### src/rtl/piso_serializer.sv
// Parallel-in serial-out transmitter: accepts a word over a valid/ready
// handshake and emits it one bit per enabled clock with frame qualifiers.
module piso_serializer #(
  parameter int WIDTH     = 4,
  parameter bit LSB_FIRST = 1'b1
) (
  input  logic             clk,
  input  logic             reset,
  input  logic [WIDTH-1:0] pdata_in,
  input  logic             load_valid,
  output logic             load_ready,
  input  logic             shift_en,
  output logic             sout,
  output logic             sout_valid,
  output logic             frame_start,
  output logic             last
);

  localparam int CW = $clog2(WIDTH);
  localparam logic [CW-1:0] LAST_CNT = CW'(WIDTH - 1);

  localparam logic [0:0] IDLE  = 1'b0;
  localparam logic [0:0] SHIFT = 1'b1;

  logic [0:0]       state;
  logic [CW-1:0]    cnt;
  logic [WIDTH-1:0] shreg;
  logic [CW-1:0]    idx;
  logic             busy;
  logic             at_last;
  logic             accept;

  assign busy    = (state == SHIFT);
  assign at_last = busy && (cnt == LAST_CNT);

  // A new word may be taken in the same edge that retires the last bit.
  assign load_ready = !busy || (at_last && shift_en);
  assign accept     = load_valid && load_ready;

  assign idx = LSB_FIRST ? cnt : (LAST_CNT - cnt);

  // Outputs are decoded from registered state only, so a stall holds them.
  assign sout        = busy && shreg[idx];
  assign sout_valid  = busy;
  assign frame_start = busy && (cnt == '0);
  assign last        = at_last;

  always_ff @(posedge clk) begin
    if (reset) begin
      state <= IDLE;
      cnt   <= '0;
      shreg <= '0;
    end else if (accept) begin
      state <= SHIFT;
      cnt   <= '0;
      shreg <= pdata_in;
    end else if (busy && shift_en) begin
      if (cnt == LAST_CNT) begin
        state <= IDLE;
      end else begin
        cnt <= cnt + 1'b1;
      end
    end
  end

endmodule

### config.mk
export PLATFORM = sky130hd
export DESIGN_NAME = piso_serializer
export DESIGN_NICKNAME = d
export VERILOG_FILES = /design/src/rtl/piso_serializer.sv
export SDC_FILE = /design/constraint.sdc
export NUM_CORES = 1
export LEC_CHECK = 0
export CAP_MARGIN = 20
export CORE_AREA = 2 2 39 41
export DETAILED_ROUTE_END_ITERATION = 16
export DIE_AREA = 0 0 41 43
export PLACE_DENSITY = 0.58
export SYNTH_ARGS = -nofsm -noshare
export SYNTH_HDL_FRONTEND = slang
export SYNTH_SLANG_ARGS = --single-unit
### constraint.sdc
create_clock -name clk -period 1.6 [get_ports clk]
set_input_delay 0.24 -clock clk [delete_from_list [all_inputs] [get_ports clk]]
set_output_delay 0.24 -clock clk [all_outputs]
set_load 0.005 [all_outputs]
==> impl_metrics.toml <==
[logic_synthesis]
synthMuxAreaShare_pct = 17.85
synthAdderAreaFrac_pct = 6.154
synth-xor-area-share_pct = 2.154
synth-simple-area-share_pct = 28.31
yosysMostFrequentCell = "nand2b_1"
async_flop_share_pct = 0
synth_cells = 39
yosysTopAreaCellShare_pct = 34.46
synth_nets = 49
synthFlopType = "dfxtp_1"
synth_seq_cells = 7
syn-cell-area_um2 = 406.6
ys_seq_area_share_pct = 34.46
yosys.cell_types.count = 16
synth.top_cells.by_area = "dfxtp_1, mux2i_1, nand2b_1, ha_1, mux4_2"
synth-compound-area-share_pct = 4.615
ys_top_cells_by_count = "nand2b_1, dfxtp_1, mux2i_1, inv_1"
synth_top_family_by_area = "simple AND/OR/NAND/NOR gates"
yosysTopAreaCell = "dfxtp_1"
syn_area_per_cell_um2 = 10.43
yosysWarnings = 0
synth_edf_count = 0

[detailed_routing]
wl_met3_um = 70
ant_nets = 0
top_layer = "met3"
via_per_inst = 4.292
first_pass_iters = 1
drt-initial-drc-count = 0
dr_wl_met2_um = 305
wl_met1_um = 254
dr_total_vias = 309
drc_errors = 0
wl_um = 630
post_drt_wl_per_cell_um = 8.750

[power_and_ir_drop]
peakVddDrop_v = 0.0004614
intPower_w = 0.0003350
switching_power_w = 0.0001001
netSwitchingFraction_pct = 23.00
combPwrFrac_pct = 19.2
seqPwrFrac_pct = 44.0
leakage_nw = 0.2474
power_density_nw_per_um2 = 727.4
pwr-share-clk_pct = 36.8

[worst_setup_path]
path_cells = "mux4_2 -> and2_4 -> clkbuf_2"
end_kind = "primary output"
critPathArrivalTime_ps = 1300
timing_worst_setup_path_type = "flip-flop to primary output"
critical_path_required_ps = 1360
regToRegSetupSlack_ps = 300
critPathMaxFanout = 2
crit_slowest_cell = "mux4_2"
cp-start-kind = "flip-flop"
reg2reg_depth = 7
critPathMaxStageDelay_ps = 480

[grt]
antenna_found_initial = 0
grt_usage_pct = 9.677
grt_start_max_net_pins = 12
grt_overflow = 0
grt_pass1_wl_um = 1117
grt_pass1_vias = 282

[finish]
antennaDiodeCount = 0
syn2layout_area_growth_pct = 47.08
seq_area_um2 = 141.4
drive_above_1_share_pct = 32.14
layout.nets = 67
multiInputGateArea_um2 = 255.2
fillers = 150

[job]
drv_cap = 0

[timing]
tightest_slew_ps = 321.9
finClkSkew_ps = 2.855
drv_slew = 0
slew_headroom_pct = 78.47
layout_worst_path_cycle_share_pct = 96.37
finalSetupViolCount = 0
rsz0062_at_grt = "true"
hold_viol = 0
timing.hold.ws_ps = 481.4
fmaxAchievable_mhz = 648.5
fin_crit_ps = 1542
layout_setup_ws_ps = 58.03

[placed_design]
port_buffers = 12
dp_hpwl_um = 481.5
dpl_worst_slack_ps = -49.10
gp_routability_congestion = 0.6660

[cts]
cts.sinks = 7
cts_buffers = 3
cts-root-buf = "clkbuf_4"
clkTransAtPathRegs_ps = 50
cts_buffer_depth = 2
cts_tree = "built"
postCtsSetupBuffers = 0
clock_latency_ps = 250
cts_max_level = 1

[floorplanning]
die_w_um = 41
fp.dieArea_um2 = 1763
core_area_um2 = 1384
num_rows = 14
start_util_pct = 29.39
ioPinCount = 13
die_h_um = 43

[hold_path]
whs_path_depth = 2
hold_class = "flip-flop to flip-flop"

[outcome]
status = "finished clean"
## layout by cell type, fill, tap and decap left out, types with 2 or more instances in the layout
master,instances
inv_1,3
clkdlybuf4s50_1,8
nor2_1,2
mux2i_1,5
clkbuf_4,3
nor3_2,2
buf_4,2
dfxtp_1,6
and2_2,2
nand2b_1,8
clkbuf_2,2
## timing repair
item,4_1_cts,5_1_grt
endpoints found under the setup margin,4,4
pin swaps,1,0
hold buffers,0,0
gates resized for setup,8,5
## routing by layer
layer | track usage (%) | vias up
met4 | 4.000 | 0
met3 | 6.283 | 0
met1 | 11.07 | 137
li1 | - | 159
met5 | 0 | -
met2 | 13.75 | 13
## flip-flops by register name (all words and copies together) (netlist names)
register / count
shreg: 4
sout_valid: 1
cnt: 2
## worst paths after layout
kind / from / to
setup reg to reg: cnt[0] / shreg[1]
setup / recovery: cnt[0] / sout
hold reg to reg: shreg[0] / shreg[0]
hold / removal: shreg[0] / shreg[0]
## stage by stage
| stage | total power [W] | instance area, um^2 | cells | setup TNS [ps] | utilization, % |
|---|---|---|---|---|---|
| global route | 0.0004670 | 598.1 | 72 | -19.16 | 43.22 |
| floorplan | 0.0002366 | 406.6 | 39 | 0 | - |
| finish | 0.0004351 | 598.1 | 72 | 0 | 43.22 |
| global placement | 0.0002809 | 566.8 | 68 | -57.45 | 40.96 |
| CTS | 0.0004452 | 594.3 | 72 | -43.53 | 42.95 |
| detailed placement | 0.0002812 | 566.8 | 68 | -57.46 | 40.96 |
## critical path, delay by kind of cell (launching register included)
family	cells	cell delay, ps
muxes	1	480
DFF	1	330
and+or+nand+nor	1	140
buffers and inverters	1	100
## power groups by stage
stage | Sequential, W | Clock, W | Combinational (W)
floorplan | 0.000193 | 0 | 0.0000435
global placement | 0.000195 | 0 | 0.0000864
detailed placement | 0.000195 | 0 | 0.0000865
CTS | 0.000191 | 0.000169 | 0.0000846
global route | 0.000193 | 0.000182 | 0.0000928
finish | 0.000191 | 0.000160 | 0.0000835
## cell families (layout without fill, tap and decap cells)
kind of cell / count (synthesis) / in the layout
flops: 7 / 7
fa+ha+maj: 2 / 2
xor+xnor: 1 / 1
mux: 6 / 6
simple gates: 17 / 17
compound gates: 1 / 1
buf+inv: 5 / 22
## final cells by class
type                    instances  share of cell area, %
clock buffers                   4                  4.393
multi-input cells              27                  42.68
repair buffers                 15                  24.06
well taps                      16                  3.347
flip-flops and latches          7                  23.64
inverters                       3                  1.883
Power figures use the tool's default switching activity.
